**src/rtl/hazard_scoreboard.sv**
```systemverilog
// -----------------------------------------------------------------------------
// hazard_scoreboard
//
// Purpose
//   Parametrised hazard unit for the pipelined ARM core. A DEPTH-entry shift
//   register records the register writes in flight, with entry 0 = Execute and
//   entry DEPTH-1 = Writeback. From these entries the unit derives:
//   - decode-stage load-use and ALU stalls (combinational), and
//   - registered Execute-stage operand forwarding selects.
//
// Parameters
//   NREG        architectural register count (AW = $clog2(NREG))
//   DEPTH       tracked stages from E to W inclusive, >= 2 (FW = $clog2(DEPTH))
//   ALU_STAGE   first entry index from which an ALU result can be forwarded
//   LOAD_STAGE  first entry index from which a load result can be forwarded
//   PC_IDX      register index whose reads never hazard (PC)
//
// Ports
//   clk, reset        core clock; asynchronous active-high reset
//   valid_d           Decode holds a real instruction
//   ra1_d/use1_d      Decode source A index / source A is read
//   ra2_d/use2_d      Decode source B index / source B is read
//   wa_d/we_d/load_d  Decode destination / writes a register / is a load
//   flush_d           kill the Decode instruction; it enters E as a bubble
//   hold              memory back-pressure; freezes all state
//   stall_f/stall_d   freeze PC / freeze Decode register
//   fwd_a_e/fwd_b_e   E operand select: 0 = regfile, k = result of entry k
//   stall_cnt/fwd_cnt performance counters (HAZARD_SCOREBOARD_PERF_EN only)
//
// Configuration
//   HAZARD_SCOREBOARD_PERF_EN  when defined, adds the saturating stall_cnt and
//                              fwd_cnt counters; otherwise they do not exist.
//
// Decode handshake
//   valid_d qualifies the Decode instruction. It advances into E on a clock
//   edge only when valid_d=1 and stall_d=0; with flush_d=1 or stall_d=1 a
//   bubble enters E instead. stall_d=1 means "not ready": Decode must present
//   the same instruction again on the next cycle.
// -----------------------------------------------------------------------------
module hazard_scoreboard #(
  parameter int NREG       = 16,
  parameter int DEPTH      = 3,
  parameter int ALU_STAGE  = 1,
  parameter int LOAD_STAGE = 2,
  parameter int PC_IDX     = 15,
  localparam int AW        = $clog2(NREG),
  localparam int FW        = $clog2(DEPTH)
) (
  input  logic          clk,
  input  logic          reset,
  input  logic          valid_d,
  input  logic [AW-1:0] ra1_d,
  input  logic          use1_d,
  input  logic [AW-1:0] ra2_d,
  input  logic          use2_d,
  input  logic [AW-1:0] wa_d,
  input  logic          we_d,
  input  logic          load_d,
  input  logic          flush_d,
  input  logic          hold,
  output logic          stall_f,
  output logic          stall_d,
  output logic [FW-1:0] fwd_a_e,
  output logic [FW-1:0] fwd_b_e
`ifdef HAZARD_SCOREBOARD_PERF_EN
  ,
  output logic [31:0]   stall_cnt,
  output logic [31:0]   fwd_cnt
`endif
);

  typedef struct packed {
    logic          hit;  // some tracked entry writes this source
    logic          haz;  // the governing entry cannot forward in time
    logic [FW-1:0] sel;  // forward target index (entry index after advance)
  } match_t;

  // In-flight write entries {v, wa, ld}
  logic [DEPTH-1:0] r_v;
  logic [DEPTH-1:0] r_ld;
  logic [AW-1:0]    r_wa [DEPTH];

  logic [FW-1:0]    r_fwd_a;
  logic [FW-1:0]    r_fwd_b;

  match_t           w_ma;
  match_t           w_mb;
  logic             w_haz;
  logic             w_adv;
  logic             w_new_v;
  logic [FW-1:0]    w_fwd_a_nxt;
  logic [FW-1:0]    w_fwd_b_nxt;

  // Scan from oldest to youngest so the youngest match is the one that
  // sticks: its value is the architecturally current one. The writeback
  // entry is skipped because the register file writes in the first half
  // cycle and reads in the second.
  function automatic match_t lookup(
    input logic             en,
    input logic [AW-1:0]    ra,
    input logic [DEPTH-1:0] v,
    input logic [DEPTH-1:0] ld,
    input logic [AW-1:0]    wa [DEPTH]
  );
    match_t m;
    m = '0;
    if (en) begin
      for (int i = DEPTH - 2; i >= 0; i--) begin
        if (v[i] && (wa[i] == ra)) begin
          m.hit = 1'b1;
          // The instruction in Decode reaches E one edge later, by which time
          // entry i has moved to i+1.
          m.sel = FW'(i + 1);
          m.haz = ld[i] ? ((i + 1) < LOAD_STAGE) : ((i + 1) < ALU_STAGE);
        end
      end
    end
    return m;
  endfunction

  always_comb begin
    w_ma = lookup(use1_d && valid_d && (ra1_d != AW'(PC_IDX)), ra1_d, r_v, r_ld, r_wa);
    w_mb = lookup(use2_d && valid_d && (ra2_d != AW'(PC_IDX)), ra2_d, r_v, r_ld, r_wa);
  end

  assign w_haz   = w_ma.haz | w_mb.haz;
  // Decode really moves into E this edge (hold is handled by the freeze).
  assign w_adv   = valid_d & ~w_haz & ~flush_d;
  assign w_new_v = w_adv & we_d;

  assign w_fwd_a_nxt = (w_ma.hit && w_adv) ? w_ma.sel : '0;
  assign w_fwd_b_nxt = (w_mb.hit && w_adv) ? w_mb.sel : '0;

  // Reset gates the stall so the outputs read 0 at once, even while hold=1.
  assign stall_d = ~reset & (w_haz | hold);
  assign stall_f = stall_d;
  assign fwd_a_e = r_fwd_a;
  assign fwd_b_e = r_fwd_b;

  always_ff @(posedge clk or posedge reset) begin
    if (reset) begin
      r_v     <= '0;
      r_ld    <= '0;
      r_fwd_a <= '0;
      r_fwd_b <= '0;
      for (int i = 0; i < DEPTH; i++) begin
        r_wa[i] <= '0;
      end
    end else if (!hold) begin
      r_v     <= {r_v[DEPTH-2:0], w_new_v};
      r_ld    <= {r_ld[DEPTH-2:0], load_d};
      r_wa[0] <= wa_d;
      for (int i = 1; i < DEPTH; i++) begin
        r_wa[i] <= r_wa[i-1];
      end
      r_fwd_a <= w_fwd_a_nxt;
      r_fwd_b <= w_fwd_b_nxt;
    end
  end

  // The writeback entry only exists to mark the retiring write; nothing
  // downstream of the scoreboard reads it.
  logic w_unused_retire;
  assign w_unused_retire = ^{r_v[DEPTH-1], r_ld[DEPTH-1], r_wa[DEPTH-1]};

`ifdef HAZARD_SCOREBOARD_PERF_EN
  logic [31:0] r_stall_cnt;
  logic [31:0] r_fwd_cnt;
  logic [1:0]  w_fwd_inc;
  logic [32:0] w_fwd_sum;

  assign w_fwd_inc = {1'b0, |w_fwd_a_nxt} + {1'b0, |w_fwd_b_nxt};
  assign w_fwd_sum = {1'b0, r_fwd_cnt} + 33'(w_fwd_inc);

  always_ff @(posedge clk or posedge reset) begin
    if (reset) begin
      r_stall_cnt <= '0;
      r_fwd_cnt   <= '0;
    end else if (!hold) begin
      if (w_haz && (r_stall_cnt != 32'hFFFF_FFFF)) begin
        r_stall_cnt <= r_stall_cnt + 32'd1;
      end
      r_fwd_cnt <= w_fwd_sum[32] ? 32'hFFFF_FFFF : w_fwd_sum[31:0];
    end
  end

  assign stall_cnt = r_stall_cnt;
  assign fwd_cnt   = r_fwd_cnt;
`endif

endmodule

```
**config.mk**
```make
export PLATFORM = sky130hd
export DESIGN_NAME = hazard_scoreboard
export DESIGN_NICKNAME = d
export VERILOG_FILES = /design/src/rtl/hazard_scoreboard.sv
export SDC_FILE = /design/constraint.sdc
export NUM_CORES = 1
export LEC_CHECK = 0
export BUFFER_PORTS_ARGS = -buffer_cell sky130_fd_sc_hd__buf_2
export CAP_MARGIN = 15
export CORE_MARGIN = 10
export CORE_UTILIZATION = 53
export CTS_BUF_LIST = sky130_fd_sc_hd__clkbuf_8 sky130_fd_sc_hd__clkbuf_16
export DETAILED_ROUTE_END_ITERATION = 8
export GPL_ROUTABILITY_DRIVEN = 1
export HOLD_SLACK_MARGIN = 0.08
export MAX_ROUTING_LAYER = met4
export PLACE_DENSITY = 0.82
export SLEW_MARGIN = 10
export SYNTH_ARGS = -nofsm -noshare
export SYNTH_HDL_FRONTEND = slang
export SYNTH_SLANG_ARGS = --single-unit
```
**constraint.sdc**
```tcl
create_clock -name clk -period 4.3 [get_ports clk]
set_input_delay 0.645 -clock clk [delete_from_list [all_inputs] [get_ports clk]]
set_output_delay 0.645 -clock clk [all_outputs]
set_load 0.01 [all_outputs]
```
After elaboration in Yosys (flattened, before gate mapping)
Cells that the tools add are included.

word-level totals
  latch bits = 0
  logic and storage cells = 40
  bits in registers = 15
  RAM bits = 0
  bits of input ports = 21
  memories kept = 0
  output and inout bits = 6
  memory bits (read-only) = 0

cells by class
  shift-type cells = 0
  multiplexer cells = 9
  divide/modulo/power cells = 0
  eq/ne operators = 6
  bitwise logic cells = 9
  magnitude comparators = 0
  reductions and logical operators = 10
  $add $sub $neg = 0
  $mul = 0

operator list
  operator              count
  $mux W4               6
  $eq A4 B4 Y1          4
  $logic_and A1 B1 Y1   10
  $ne A4 B4 Y1 const B  2
  $and A1 B1 Y1         4
  $mux W2               2
  $not A1 Y1            3
  $or A1 B1 Y1          2
  $mux W1               1

Depth between registers and ports, before layout
  depth in word-level cells = 11
  mapped depth = 6
  depth with buffers taken out = 5

Least setup slack after synthesis
Ideal clock, no wire load.

  kind = in2out
  from = input port ra2_d[3]
  to = output port stall_f
  arrival time = 1.835 ns
  stages = 6
  slack = 1.820 ns
  buffers on the path = 1
  data required time = 3.655 ns
  path through = nor2b_1 a2111o_1 nor3_4 o21ai_2 a21oi_1 buf_4

between the ends
  word-level cells in the longest chain between the ends = 7
  elaborated cells on any way between the ends = 9
  those cells by class = 2 x eq/ne; 2 x mux; 3 x bitwise; 2 x reduce/logical

ends and longest elaborated chain
  what                 RTL line  RTL
  from (decl)          54        input logic [AW-1:0] ra2_d,
  $eq A4 B4 Y1         109       if (v[i] && (wa[i] == ra)) begin
  $logic_and A1 B1 Y1  109
  $mux W4              109
  $mux W4 (*)          107       if (en) begin
  $or A1 B1 Y1 (*)     126       assign w_haz = w_ma.haz | w_mb.haz;
  $or A1 B1 Y1 (*)     135       assign stall_d = ~reset & (w_haz | hold);
  $and A1 B1 Y1 (*)    135
  to (decl)            61        output logic stall_f,

Every way passes the cells marked *; elsewhere a longest branch is shown, timed or not.

Final worst setup path
  from = input port ra2_d[3]
  to = output port stall_d

between the ends
  word-level cells in the longest chain between the ends = 7
  elaborated cells on any way between the ends = 9
  those cells by class = 2 x eq/ne; 2 x mux; 3 x bitwise; 2 x reduce/logical

ends and longest elaborated chain
  what                 RTL line  RTL
  $eq A4 B4 Y1         109
  $logic_and A1 B1 Y1  109
  $mux W4              109
  $mux W4 (*)          107
  $or A1 B1 Y1 (*)     126
  $or A1 B1 Y1 (*)     135
  $and A1 B1 Y1 (*)    135
  to (decl)            62        output logic stall_d,

Marks and branches as above.

==> impl_metrics.tcl <==
set metrics [dict create \
    ctsHoldBuffers 0 \
    crit_arrival_ns 1.90 \
    ys_types 24 \
    tns_ns 0 \
    power_density_nw_per_um2 329 \
    syn-mean-instance-area_um2 11.2 \
    numPortBuffers 26 \
    final_area_um2 1030 \
    antenna_found_initial 0 \
    clkSlewWorstSetupHoldPaths_ns 0.06 \
    start_util 0.567 \
    total_power_mw 0.339 \
    drive_gt1_frac 0.413 \
    cts_tree "built" \
    clock_power_share 0.325 \
    area_growth_pct 19.6 \
    core_um2 1520 \
    antenna_cells 0 \
    dp_hpwl_um 1520 \
    post_drt_wl_per_cell_um 15.8 \
    netlist_instances 77 \
    grt_max_degree 19 \
    numCtsBuffers 3 \
    grt_pass1_wl_um 3110 \
    via_per_inst 5.63 \
    crit_type "input port to primary output" \
    post-route-drc-count 0 \
    syn_area_um2 863 \
    worst_ep_required_time_ns 3.65 \
    drtIter0Drc 10 \
    cts_resized 0 \
    fin_nets 126 \
    postRouteAntennaNets 0 \
    hold_viol 0 \
    rr_worst_depth 5 \
    rsz0062_at_grt "no" \
    htreeDepth 1 \
    fillers 129 \
    pwr-share-comb 0.185 \
    cap_violations 0 \
    start_kind "input port" \
    rows 14 \
    vdd_drop_max_mv 0.273 \
    drt_first_pass_iters 4 \
    power.internal_mw 0.251 \
    fin_worst_skew_ns 0.00265 \
    worst_slew_pin_slew_ns 0.563 \
    drt-total-wl_um 1890 \
    vias 675 \
    final_cell_mix "buf_2, dfrtp_1, xnor2_1, mux2_2, nand2_1" \
    dominantRegCellSynth "dfrtp_1" \
    syn_nets 98 \
    grt_pass1_vias 729 \
    place_area_um2 987 \
    path_max_fanout 4 \
    drv_slew 0 \
    ios 27 \
    grt_usage 0.115 \
    status "finished clean" \
    grt_remaining_overflow 0 \
    die_h_um 60.4 \
    gp_congestion 0.863 \
    clock-root-buffer "clkbuf_8" \
    synth-edff-count 0 \
    dieWidth_um 60.4 \
    layout_commonest_cell "buf_2" \
    yosysSeqAreaShare 0.435 \
    insertion_delay_ns 0.25 \
    p_seq_frac 0.490 \
    setup_violations 0 \
    post_cts_buffers 0 \
    timing.slew.headroom 0.624 \
    period_needed_ns 2.54 \
    min_period_over_period 0.591 \
    ys_ff_latch 15 \
    fmax_ghz 0.393 \
    ctsLongestPathBuffers 2 \
    async_reset_ff_frac 1.00 \
    ys_warn_count 0 \
    swShare 0.261 \
    die_area_um2 3640 \
    leakagePower_nw 0.471 \
    hp-class "input port to asynchronous set/reset pin" \
    clock-sinks 15 \
    end_kind "primary output" \
    p_switching_mw 0.0886 \
]
[metrics by stage]
step | hold WS [ns] | utilization | std cells | setup slack [ns]
final | 0.452 | 0.677 | 120 | 1.76
after global routing | 0.488 | 0.677 | 120 | 1.69
after CTS | 0.475 | 0.677 | 120 | 1.76
after detailed placement | 0.494 | 0.648 | 116 | 1.76
after global placement | 0.486 | 0.648 | 116 | 1.79
after floorplan | 0.479 | - | 77 | 1.82
[cell usage after synthesis (all sizes together) (2+ instances only)]
cell     n  share of area
xnor2   12           0.12
mux2     9           0.12
nand2b   2          0.014
o21ai    2          0.016
nor2     2         0.0087
buf      3          0.030
nand2    5          0.022
a22o     4          0.041
nand4    4          0.029
dfrtp   15           0.43
nor4     2          0.014
inv      3          0.013
nand3    3          0.017
nor3     2          0.030
nor2b    3          0.022
[state kept, by name, indices dropped and copies added, names as in the netlist]
register	count
r_wa	8
fwd_a_e	2
r_v	2
fwd_b_e	2
r_ld	1
[layer usage]
layer  global-route usage  wire [um]  vias up
met4               0.0609         35        0
met2                0.181        916       21
met5                    -          0        -
met3               0.0376        125        5
li1                     -          -      332
met1                0.127        814      317
[worst paths after layout]
kind / startpoint / endpoint / slack (ns)
worst max-delay path: ra2_d[3] / stall_d / 1.76
worst min-delay path: reset / r_wa[5]$_DFFE_PP0N_ / 0.45
worst max register to register: r_wa[8]$_DFFE_PP0N_ / r_v[0]$_DFFE_PP0N_ / 2.63
worst min register to register: fwd_b_e[1]$_DFFE_PP0N_ / fwd_b_e[1]$_DFFE_PP0N_ / 0.50
max in group asynchronous: reset / fwd_a_e[1]$_DFFE_PP0N_ / 3.48
min in group clk: fwd_b_e[1]$_DFFE_PP0N_ / fwd_b_e[1]$_DFFE_PP0N_ / 0.50
[power by group through the flow]
stage / combinational, mW / sequential, mW / clock, mW
5_1_grt: 0.0694 / 0.168 / 0.119
6_report: 0.0626 / 0.166 / 0.110
2_1_floorplan: 0.0466 / 0.165 / 0
4_1_cts: 0.0635 / 0.166 / 0.114
3_3_place_gp: 0.0606 / 0.168 / 0
3_5_place_dp: 0.0629 / 0.169 / 0
[worst max-delay path: stages]
cell      delay, ns
buf_2          0.12
nor2b_1        0.12
a2111o_1       0.39
nor3_4         0.18
o21ai_2        0.10
a21oi_1        0.17
buf_2          0.16
[kinds of logic (layout without fill, tap and decap cells)]
logic type | Yosys count | count (layout) | share of synthesized area
XOR/XNOR | 13 | 13 | 0.132
AND/OR/NAND/NOR | 24 | 24 | 0.167
AO/OA/AOI/OAI | 10 | 10 | 0.106
flip-flops | 15 | 15 | 0.435
multiplexers | 9 | 9 | 0.117
buffers and inverters | 6 | 33 | 0.0435
[area by class of cell]
type | instances | area (um2) | area share
clock buffer | 3 | 41.3 | 0.0400
clock inverter | 1 | 3.75 | 0.00364
inverter | 3 | 11.3 | 0.0109
multi-input combinational | 56 | 450 | 0.436
sequential | 15 | 375 | 0.364
tap | 16 | 20.0 | 0.0194
timing repair buffer | 26 | 130 | 0.126
(Power assumes the default switching activity.)
